**config.mk**
```make
export PLATFORM = sky130hd
export DESIGN_NAME = instruction_prefetch_queue
export DESIGN_NICKNAME = d
export VERILOG_FILES = /design/src/rtl/fetch_pkg.sv /design/src/rtl/byte_queue.sv /design/src/rtl/instruction_prefetch_queue.sv
export SDC_FILE = /design/constraint.sdc
export NUM_CORES = 1
export LEC_CHECK = 0
export CAP_MARGIN = 20
export CORE_MARGIN = 5
export CORE_UTILIZATION = 42
export DETAILED_ROUTE_END_ITERATION = 16
export SLEW_MARGIN = 20
export SYNTH_ARGS = -nofsm -noshare
export SYNTH_HDL_FRONTEND = slang
export SYNTH_SLANG_ARGS = --single-unit
export TNS_END_PERCENT = 50
```
**constraint.sdc**
```tcl
create_clock -name clk_i -period 4.05 [get_ports clk_i]
set_input_delay 0.6075 -clock clk_i [delete_from_list [all_inputs] [get_ports clk_i]]
set_output_delay 0.6075 -clock clk_i [all_outputs]
set_load 0.01 [all_outputs]
```
**src/rtl/fetch_pkg.sv**
```systemverilog
// Shared fetch-unit definitions: prefetch FSM states and default geometry.
package fetch_pkg;
   typedef enum logic [1:0] {IDLE, REQUEST, WAIT, DISCARD} fetch_state_e;

   localparam int DEFAULT_BUS_BYTES   = 4;
   localparam int DEFAULT_QUEUE_DEPTH = 16;
   localparam int DEFAULT_WINDOW      = 10;
endpackage

```
**src/rtl/byte_queue.sv**
```systemverilog
// Circular byte FIFO: up to BUS_BYTES pushed and up to WINDOW popped per cycle,
// with the first WINDOW bytes from the head exposed combinationally.
module byte_queue
   import fetch_pkg::*;
#(
   parameter int BUS_BYTES   = DEFAULT_BUS_BYTES,
   parameter int QUEUE_DEPTH = DEFAULT_QUEUE_DEPTH,
   parameter int WINDOW      = DEFAULT_WINDOW
) (
   input  logic                               clk_i,
   input  logic                               rst_ni,
   input  logic                               flush_i,
   input  logic [$clog2(BUS_BYTES+1)-1:0]     push_count_i,
   input  logic [8*BUS_BYTES-1:0]             push_data_i,
   input  logic [$clog2(WINDOW+1)-1:0]        pop_count_i,
   output logic [$clog2(QUEUE_DEPTH+1)-1:0]   count_o,
   output logic [WINDOW-1:0][7:0]             window_o
);
   localparam int PW = $clog2(QUEUE_DEPTH);
   localparam int CW = $clog2(QUEUE_DEPTH+1);

   logic [7:0]    mem_q [QUEUE_DEPTH];
   logic [PW-1:0] head_q, head_d, tail_q, tail_d;
   logic [CW-1:0] count_q, count_d;

   always_comb begin
      head_d  = head_q + PW'(pop_count_i);
      tail_d  = tail_q + PW'(push_count_i);
      count_d = count_q + CW'(push_count_i) - CW'(pop_count_i);
      if (flush_i) begin
         head_d  = '0;
         tail_d  = '0;
         count_d = '0;
      end
   end

   always_ff @(posedge clk_i or negedge rst_ni) begin
      if (!rst_ni) begin
         head_q  <= '0;
         tail_q  <= '0;
         count_q <= '0;
      end else begin
         head_q  <= head_d;
         tail_q  <= tail_d;
         count_q <= count_d;
      end
   end

   // Storage needs no reset: bytes beyond count are masked on the window.
   always_ff @(posedge clk_i) begin
      if (!flush_i) begin
         for (int k = 0; k < BUS_BYTES; k++) begin
            if (k < int'(push_count_i)) begin
               mem_q[tail_q + PW'(k)] <= push_data_i[8*k +: 8];
            end
         end
      end
   end

   generate
      for (genvar gi = 0; gi < WINDOW; gi++) begin : g_window
         assign window_o[gi] = (CW'(gi) < count_q) ? mem_q[head_q + PW'(gi)] : 8'h00;
      end
   endgenerate

   assign count_o = count_q;
endmodule

```
**src/rtl/instruction_prefetch_queue.sv**
```systemverilog
// Instruction prefetcher: fetches aligned bus words into a byte queue and
// presents a WINDOW-byte view to the decoder, with redirect and discard handling.
module instruction_prefetch_queue
   import fetch_pkg::*;
#(
   parameter int BUS_BYTES   = DEFAULT_BUS_BYTES,
   parameter int QUEUE_DEPTH = DEFAULT_QUEUE_DEPTH,
   parameter int WINDOW      = DEFAULT_WINDOW
) (
   input  logic                            clk_i,
   input  logic                            rst_ni,
   input  logic                            redirect_valid_i,
   input  logic [31:0]                     redirect_address_i,
   output logic                            bus_read_valid_o,
   input  logic                            bus_read_ready_i,
   output logic [31:0]                     bus_read_address_o,
   input  logic [8*BUS_BYTES-1:0]          bus_read_data_i,
   output logic [WINDOW-1:0][7:0]          instruction_o,
   output logic [$clog2(WINDOW+1)-1:0]     instruction_count_o,
   output logic                            instruction_ready_o,
   input  logic                            consume_valid_i,
   input  logic [$clog2(WINDOW+1)-1:0]     consume_count_i
);
   localparam int OW  = $clog2(BUS_BYTES);
   localparam int CW  = $clog2(QUEUE_DEPTH+1);
   localparam int IW  = $clog2(WINDOW+1);
   localparam int PCW = $clog2(BUS_BYTES+1);

   fetch_state_e    state_q, state_d;
   logic [31:0]     fetch_addr_q, fetch_addr_d;
   logic [31:0]     bus_addr_q, bus_addr_d;
   logic [OW-1:0]   skip_q, skip_d;
   logic            bus_valid_q, bus_valid_d;

   logic            flush;
   logic [PCW-1:0]  push_count;
   logic [IW-1:0]   pop_count;
   logic [CW-1:0]   q_count;
   logic            free_ok;

   assign free_ok = (CW'(QUEUE_DEPTH) - q_count) >= CW'(BUS_BYTES);
   assign instruction_count_o = (q_count > CW'(WINDOW)) ? IW'(WINDOW) : IW'(q_count);
   assign instruction_ready_o = (instruction_count_o == IW'(WINDOW));
   assign pop_count = (consume_valid_i && !redirect_valid_i &&
                       consume_count_i <= instruction_count_o) ? consume_count_i : '0;

   always_comb begin
      state_d      = state_q;
      fetch_addr_d = fetch_addr_q;
      bus_addr_d   = bus_addr_q;
      skip_d       = skip_q;
      bus_valid_d  = bus_valid_q;
      push_count   = '0;
      flush        = 1'b0;
      case (state_q)
         IDLE: ;
         REQUEST: begin
            if (free_ok) begin
               bus_valid_d = 1'b1;
               bus_addr_d  = fetch_addr_q;
               state_d     = WAIT;
            end
         end
         WAIT: begin
            if (bus_read_ready_i) begin
               push_count   = PCW'(BUS_BYTES) - PCW'(skip_q);
               skip_d       = '0;
               fetch_addr_d = fetch_addr_q + 32'(BUS_BYTES);
               bus_valid_d  = 1'b0;
               state_d      = REQUEST;
            end
         end
         DISCARD: begin
            if (bus_read_ready_i) begin
               bus_valid_d = 1'b0;
               state_d     = REQUEST;
            end
         end
         default: state_d = IDLE;
      endcase
      // A redirect wins over everything; an outstanding read must still complete.
      if (redirect_valid_i) begin
         flush        = 1'b1;
         push_count   = '0;
         fetch_addr_d = {redirect_address_i[31:OW], {OW{1'b0}}};
         skip_d       = redirect_address_i[OW-1:0];
         bus_addr_d   = bus_addr_q;
         if ((state_q == WAIT || state_q == DISCARD) && !bus_read_ready_i) begin
            bus_valid_d = 1'b1;
            state_d     = DISCARD;
         end else begin
            bus_valid_d = 1'b0;
            state_d     = REQUEST;
         end
      end
   end

   always_ff @(posedge clk_i or negedge rst_ni) begin
      if (!rst_ni) begin
         state_q      <= IDLE;
         fetch_addr_q <= '0;
         bus_addr_q   <= '0;
         skip_q       <= '0;
         bus_valid_q  <= 1'b0;
      end else begin
         state_q      <= state_d;
         fetch_addr_q <= fetch_addr_d;
         bus_addr_q   <= bus_addr_d;
         skip_q       <= skip_d;
         bus_valid_q  <= bus_valid_d;
      end
   end

   byte_queue #(
      .BUS_BYTES   (BUS_BYTES),
      .QUEUE_DEPTH (QUEUE_DEPTH),
      .WINDOW      (WINDOW)
   ) u_queue (
      .clk_i        (clk_i),
      .rst_ni       (rst_ni),
      .flush_i      (flush),
      .push_count_i (push_count),
      .push_data_i  (bus_read_data_i >> {skip_q, 3'b000}),
      .pop_count_i  (pop_count),
      .count_o      (q_count),
      .window_o     (instruction_o)
   );

   assign bus_read_valid_o   = bus_valid_q;
   assign bus_read_address_o = bus_addr_q;
endmodule

```
==> results_dict.tcl, run 1 <==
set metrics [dict create \
    status "complete, no violations" \
    drc 0 \
    cp-endpoint "instruction_o[63]" \
    design_area_sq_mm 0.0225 \
    fin_skew_ps 25.3 \
    rows 77 \
    r2r-start "u_queue.count_o[3]" \
    ys.flop_type "edfxtp_1" \
    end_kind "primary output" \
    fin_nets 2011 \
    synth_area_per_cell_sq_um 10.7 \
    io-pin-count 191 \
    worstSetupPathType "flop to primary output" \
    h-tree-depth 1 \
    vias_per_cell 6.81 \
    tightest_slew_ps 1090 \
    dp.cells 2466 \
    p_leak_nw 7.86 \
    synth_seq_cells 205 \
    hold_class "input pin to asynchronous set/reset pin" \
    max-clock-path-buffers 3 \
    cap_violations 0 \
    core_sq_mm 0.0441 \
    cts_inserted_buffers 23 \
    synth_edf_count 128 \
    clock.fmax_mhz 251 \
    fin_crit_sh_pct 98.4 \
    report.final.slew_viol_count 0 \
    wl_microns 76500 \
    cellPowerDensity_mw_per_mm2 473 \
    final_common_cell "mux4_2" \
    fin_tns_setup_ps 0 \
    drt_iter0_markers 3029 \
    final_antenna_net_count 0 \
    cts.root.buffer_cell "clkbuf_16" \
    wl_per_cell_microns 30.4 \
    placed_area_sq_mm 0.0215 \
    ys_types 72 \
    grt_max_degree 69 \
    clkTransAtPathRegs_ps 60 \
    io_buffers 188 \
    drt_pass1_iterations 6 \
    synthCells 1741 \
    layout-drive-gt1-share_pct 23.0 \
    cp.arrival_ps 3380 \
    final_cells 2514 \
    rsz0062_at_grt "no" \
    final_cell_mix "mux4_2, clkdlybuf4s50_1, nor2_1" \
    die_h_microns 221 \
    antenna_found_initial 0 \
    cp-startpoint "u_queue.head_q[1]" \
    grt_pass1_wl_microns 112000 \
    die_w_microns 221 \
    grt_overflow 0 \
    critPathMaxFanout 12 \
    relSlewSlack_pct 27.0 \
    reg2reg_slack_ps 390 \
    grt_pass1_vias 15900 \
    worstReg2RegEnd "u_queue.count_o[4]" \
    utilization_pct 51.0 \
    areaGrowthSynthToFinish_pct 20.2 \
    place.gp.congestion 1.06 \
    syn-cell-area_sq_mm 0.0187 \
    dp_hpwl_microns 58800 \
    post-route-min-period_ps 3980 \
    cp-start-kind "flop" \
    synth_warnings 0 \
    hold_slack_ps 122 \
    ir_drop_mv 0.462 \
    hold_violations 0 \
    reg2regPathDepth 16 \
    crit_required_ps 3440 \
    grt_usage_pct 30.0 \
    cts_sinks 205 \
    cts_tree "done" \
    start_util_pct 42.4 \
    clock_latency_ps 540 \
    ys_seq_area_share_pct 30.8 \
    die_area_sq_mm 0.0489 \
    antenna_cells 0 \
    synthArstFlopShare_pct 37.6 \
    vias 17100 \
    setup-violations-final 0 \
]
==> how the worst min path moves through the flow <==
stage / cells past startpoint / end / from / slack, ps
floorplan: 0 / bus_read_address_o[10] / rst_ni / 310
global placement: 1 / bus_read_address_o[9] / bus_read_address_o[9] / 490
detailed placement: 1 / bus_read_address_o[21] / bus_read_address_o[21] / 490
CTS: 1 / u_queue.count_o[1] / rst_ni / 130
global route: 1 / u_queue.count_o[2] / rst_ni / 170
finish: 1 / u_queue.count_o[2] / rst_ni / 120
==> critical path, stage by stage, from the launching register on <==
cell and delay, ps:
dfrtp_2 370, inv_1 110, ha_4 390, buf_4 150, bufbuf_16 270, mux4_2 360, mux4_2 510, and2_1 170
clkdlybuf4s50_1 500
==> metal layers <==
layer	vias up	share of wire [%]	track usage, %	routed length, microns
li1	7258	-	-	-
met1	8373	39	42.5	30200
met2	1233	43	44.7	32800
met3	248	12	6.64	8880
met4	0	6.1	13.2	4650
met5	-	0	0	0
==> cells in the mapped netlist, drive strengths merged, types with 10 or more instances <==
master / n / area, sq um
a21oi: 63 / 330
inv: 40 / 150
buf: 71 / 379
o22ai: 48 / 300
nor2b: 65 / 407
a221oi: 66 / 578
clkbuf: 85 / 319
mux2i: 34 / 340
nand4: 17 / 106
mux4: 203 / 4580
xor2: 32 / 299
and2: 36 / 225
o221ai: 10 / 87.6
ha: 27 / 338
edfxtp: 128 / 3840
xnor2: 15 / 131
nor4: 16 / 231
nand2: 127 / 477
nand3: 36 / 185
nor2: 148 / 556
dfrtp: 77 / 1930
o2bb2ai: 14 / 123
nor3: 19 / 150
o21ai: 131 / 656
mux2: 41 / 462
a22oi: 13 / 97.6
and3: 15 / 93.8
a211oi: 52 / 390
==> timing repair <==
action                     in CTS  in global routing
pin swaps                       1                  1
resized for setup               4                 12
buffers inserted                3                  1
hold buffers                    0                  0
cloned                          3                  0
setup endpoints to repair      64                 35
==> kinds of logic after synthesis <==
kind of cell	count (synthesis)	share of synthesized area, %
AOI/OAI and AO/OA	462	16.6
xor gates and xnor gates	47	2.30
adders and majority gates	32	2.34
buffers and inverters	196	4.53
DFF	205	30.8
muxes	278	28.8
other	1	0.0200
and+or+nand+nor	520	14.6
==> area by class of cell <==
cell class | count | area [sq um]
inverters | 40 | 150
clock buffers | 25 | 583
repair buffers | 295 | 2870
flip-flops and latches | 205 | 5780
well taps | 592 | 741
clock inverters | 16 | 151
fillers | 3959 | 21600
multi-input cells | 1341 | 12200
==> power breakdown <==
part,internal (mW),total (mW),switching (mW)
Sequential,2.51,2.69,0.184
Clock,1.18,2.07,0.891
Combinational,2.94,5.86,2.92
==> registers in the layout (all words and copies together) (netlist names) <==
| signal | cells |
|---|---|
| bus_read_address_o | 30 |
| u_queue.count_o | 5 |
| u_queue.mem_q | 128 |
| state_q | 2 |
| u_queue.head_q | 4 |
| skip_q | 2 |
| fetch_addr_q | 30 |
| u_queue.tail_q | 4 |
==> per-stage QoR <==
stage          power (mW)  setup WS (ps)
5_1_grt              11.1          0.982
6_report             10.6           66.8
3_3_place_gp         8.41            237
3_5_place_dp         8.47            214
4_1_cts              10.6           1.62
2_1_floorplan        5.93           17.8
No activity file was read; power rests on OpenSTA's default activity.
==> run 2: changes to the inputs <==
Settings changed: CAP_MARGIN 20 to not set, PLACE_DENSITY_LB_ADDON set to 0.3.
==> results_dict.tcl, run 2 (synthesized netlist as in run 1, its figures left out) <==
set metrics [dict create \
    wl_per_cell_microns 30.2 \
    cp.depth 7 \
    h-tree-depth 1 \
    relSlewSlack_pct 22.9 \
    cap_violations 0 \
    end_kind "primary output" \
    cts_tree "done" \
    drt_iter0_markers 2365 \
    critPathMaxFanout 7 \
    postCtsHoldBufs 0 \
    antenna_found_initial 4 \
    fillers 3978 \
    clock_latency_ps 530 \
    cellPowerDensity_mw_per_mm2 468 \
    pwr-share-clk_pct 19.2 \
    vias_per_cell 6.88 \
    core_sq_mm 0.0441 \
    grt_use_met3_pct 7.85 \
    drc 0 \
    die_h_microns 221 \
    largest_register "u_queue.mem_q" \
    p_leak_nw 7.99 \
    cp_top_family "multiplexers" \
    drt_pass1_iterations 9 \
    vias 17500 \
    final_antenna_net_count 0 \
    worstSetupPathType "flop to primary output" \
    cts_inserted_buffers 23 \
    grt_max_degree 78 \
    io-pin-count 191 \
    clkTransAtPathRegs_ps 60 \
    path_cells "inv_1 > ha_4 > buf_4 > mux4_2 > mux4_2 > nor2b_1 > clkdlybuf4s50_1" \
    grt_pass1_vias 16600 \
    power.share.switching_pct 37.6 \
    layout-drive-gt1-share_pct 23.9 \
    crit_required_ps 3440 \
    cts.root.buffer_cell "clkbuf_16" \
    dp.cells 2481 \
    power.internal_mw 6.61 \
    crit_top_cell "mux4_2" \
    grt_pass1_wl_microns 112000 \
    design_area_sq_mm 0.0226 \
    report.final.slew_viol_count 0 \
    ir_drop_mv 0.265 \
    rows 77 \
    clock.fmax_mhz 250 \
    antenna_cells 0 \
    fin_crit_sh_pct 98.6 \
    final_cell_mix "mux4_2, clkdlybuf4s50_1, nor2_1" \
    areaGrowthSynthToFinish_pct 20.9 \
    reg2reg_slack_ps 390 \
    grt_overflow 0 \
    hold_violations 0 \
    grt-busiest-layer "met2" \
    switching_power_mw 3.99 \
    start_util_pct 42.4 \
    rsz0062_at_grt "yes" \
    setup-violations-final 0 \
    wl_microns 76600 \
    largest_reg_flops 128 \
    cp.arrival_ps 3390 \
    critical-path-max-stage-delay_ps 600 \
    fin_skew_ps 20.8 \
    crit_buf_inv 3 \
    met1_usage_pct 41.1 \
    grt_usage_pct 30.0 \
    final_common_cell "mux4_2" \
    sequentialPowerShare_pct 25.4 \
    fin_nets 2034 \
    die_w_microns 221 \
    final_cells 2538 \
    die_area_sq_mm 0.0489 \
    reg2regPathDepth 16 \
    seq_area_sq_mm 0.00578 \
    status "complete, no violations" \
    tightest_slew_ps 1160 \
    post-route-min-period_ps 3990 \
    cp-start-kind "flop" \
    hold_class "input pin to asynchronous set/reset pin" \
    io_buffers 188 \
    cts_sinks 205 \
    crit_slowest_cell "mux4_2" \
    multi_input_area_sq_mm 0.0122 \
    comb_power_share_pct 55.4 \
    place.gp.congestion 1.04 \
    grtUsageMet2_pct 43.6 \
    dp_hpwl_microns 59000 \
    placed_area_sq_mm 0.0216 \
    max-clock-path-buffers 3 \
]
## run 2: final timing paths
check | from | endpoint
max | u_queue.head_q[0] | instruction_o[10]
min | rst_ni | u_queue.count_o[3]
max reg2reg | u_queue.count_o[4] | u_queue.count_o[4]
min reg2reg | bus_read_address_o[10] | bus_read_address_o[10]
max in group asynchronous | rst_ni | u_queue.head_q[0]
min in group clk_i | redirect_valid_i | state_q[0]
## run 2: metal layers
layer  wire length, microns  vias to the layer above
met4                   5710                        8
li1                       -                     7292
met2                  31800                     1393
met3                   9510                      303
met1                  29500                     8464
met5                     67                        -
## run 2: power groups by stage
stage / registers (mW) / logic, mW / clock network, mW
global placement: 2.71 / 5.68 / 0
floorplan: 2.75 / 3.18 / 0
finish: 2.69 / 5.87 / 2.04
global route: 2.72 / 6.19 / 2.14
CTS: 2.69 / 5.79 / 2.07
detailed placement: 2.73 / 5.73 / 0
## run 2: cell type report
cell class	instances	share of cell area (%)
clock buffer	29	2.73
clock inverter	13	0.498
inverter	40	0.663
multi-input combinational	1341	53.8
sequential	205	25.5
tap	592	3.27
timing repair buffer	318	13.5
## run 2: repair_timing
action                     CTS  global route
setup buffers                3            10
setup endpoints to repair   72            49
pin swaps                    1             0
gates cloned                 2             0
resized for setup            8            20
## run 2: stage by stage
step | hold slack [ps] | worst slack (ps) | setup TNS, ps | power (mW) | utilization [%]
after global placement | 489 | 227 | 0 | 8.39 | 49.0
final | 95.7 | 55.4 | 0 | 10.6 | 51.3
after global routing | 152 | -21.6 | -23.2 | 11.0 | 51.3
after detailed placement | 496 | 148 | 0 | 8.46 | 49.1
after floorplan | 312 | 17.8 | 0 | 5.93 | -
after CTS | 258 | 1.13 | 0 | 10.5 | 51.0
==> run 3: changes to the inputs <==
Settings changed: RECOVER_POWER set to 100.
Clock period 4.05 ns to 3.6 ns, I/O delays scaled along.
==> results_dict.tcl, run 3 (synthesized netlist as in run 1, its figures left out) <==
set metrics [dict create \
    wl_microns 82600 \
    antenna_found_initial 6 \
    clkTransAtPathRegs_ps 70 \
    cap_violations 1 \
    crit_buf_inv 5 \
    min_to "state_q[0]" \
    hold_slack_ps 493 \
    drt_iter0_markers 2554 \
    hold_class "input pin to flop" \
    final_common_cell "mux4_2" \
    tightest_slew_ps 1970 \
    p_leak_nw 8.73 \
    crit_slowest_cell "dfrtp_4" \
    critical-path-max-stage-delay_ps 510 \
    worstSetupPathType "flop to primary output" \
    h-tree-depth 1 \
    final_cell_mix "mux4_2, buf_4, nor2_1" \
    fin_nets 2132 \
    setup_ws_ps -85.2 \
    drt_pass1_iterations 6 \
    setup-violations-final 7 \
    dp.cells 2525 \
    largest_register "u_queue.mem_q" \
    critPathMaxFanout 14 \
    relSlewSlack_pct -31.3 \
    clock_latency_ps 540 \
    rows 77 \
    drc 0 \
    grt_max_degree 78 \
    report.final.slew_viol_count 78 \
    grt_usage_pct 32.0 \
    vias_per_cell 6.94 \
    io_buffers 188 \
    reg2regPathDepth 9 \
    cp_top_family "buffers and inverters" \
    seq_area_sq_mm 0.00578 \
    place.gp.congestion 1.03 \
    cts_inserted_buffers 22 \
    cellPowerDensity_mw_per_mm2 526 \
    path_cells "inv_4 > ha_4 > buf_4 > buf_12 > buf_16 > mux4_2 > and2_1 > a211oi_1 > a211oi_1 > dlygate4sd2_1" \
    end_kind "primary output" \
    final_antenna_net_count 0 \
    worstReg2RegEnd "u_queue.mem_q[0][4]" \
    clock.fmax_mhz 271 \
    antenna_cells 0 \
    cp.arrival_ps 3150 \
    worstHoldStart "redirect_valid_i" \
    finalPower_mw 12.4 \
    start_util_pct 42.4 \
    reg2reg_slack_ps 50 \
    layout-drive-gt1-share_pct 28.3 \
    die_area_sq_mm 0.0489 \
    status "complete, but fails checks" \
    dp_hpwl_microns 59000 \
    ir_drop_mv 0.381 \
    hold_violations 0 \
    postCtsHoldBufs 0 \
    post-route-min-period_ps 3690 \
    cts_tree "done" \
    io-pin-count 191 \
    cts_sinks 205 \
    final_cells 2635 \
    crit_required_ps 3060 \
    multi_input_area_sq_mm 0.0122 \
    rsz0062_at_grt "yes" \
    cp-startpoint "u_queue.head_q[0]" \
    fin_crit_sh_pct 102 \
    areaGrowthSynthToFinish_pct 25.5 \
    largest_reg_flops 128 \
    fin_skew_ps 29.0 \
    die_w_microns 221 \
    core_sq_mm 0.0441 \
    r2r-start "u_queue.tail_q[1]" \
    grt_overflow 0 \
    holdPathStages 2 \
    max-clock-path-buffers 3 \
    cp-start-kind "flop" \
    grt_pass1_vias 17500 \
    grt_pass1_wl_microns 119000 \
    die_h_microns 221 \
    violations "max-capacitance violations, max-slew violations, negative setup slack" \
    fillers 3893 \
    wl_per_cell_microns 31.3 \
    vias 18300 \
    cts.root.buffer_cell "clkbuf_16" \
    crit_top_cell "a211oi_1" \
]
[run 3: cell type report]
cell class,instances,area share (%)
inverter,40,0.650
clock inverter,14,0.836
clock buffer,26,2.41
multi-input combinational,1341,51.8
timing repair buffer,417,16.6
sequential,205,24.6
tap,592,3.15
[run 3: worst max path at each step]
stage	endpoint	slack, ps	depth (start not counted)
final	instruction_o[24]	-90	10
after global routing	instruction_o[24]	-160	10
after CTS	instruction_o[18]	-190	6
after detailed placement	u_queue.count_o[4]	-190	16
after global placement	u_queue.count_o[4]	-120	16
after floorplan	u_queue.count_o[4]	-30	18
[run 3: stage by stage]
stage	worst slack (ps)	utilization, %	setup TNS (ps)	area [sq um]
after CTS	-194	52.2	-3920	23000
after floorplan	-32.9	-	-42.2	18700
after global placement	-121	49.8	-136	22000
after detailed placement	-185	49.8	-191	22000
final	-85.2	53.2	-198	23500
after global routing	-159	53.2	-3340	23500
[run 3: timing repair]
action | in CTS | in global routing
gates cloned | 8 | 2
setup buffers | 13 | 48
gates resized for setup | 150 | 98
pin swaps | 1 | 5
setup endpoints to repair | 79 | 64
[run 3: power breakdown]
| part | switching, mW | total [mW] | internal [mW] | leakage, nW |
|---|---|---|---|---|
| combinational | 3.58 | 6.94 | 3.36 | 6.26 |
| clock | 0.986 | 2.41 | 1.43 | 0.364 |
| sequential | 0.193 | 3.01 | 2.82 | 2.10 |
[run 3: layer usage]
metal	vias up	wire length (microns)	global-route usage [%]
met5	-	55	0
met4	6	5780	17.1
met3	381	11700	9.59
met2	1652	35000	47.0
met1	8765	30000	42.7
li1	7487	-	-
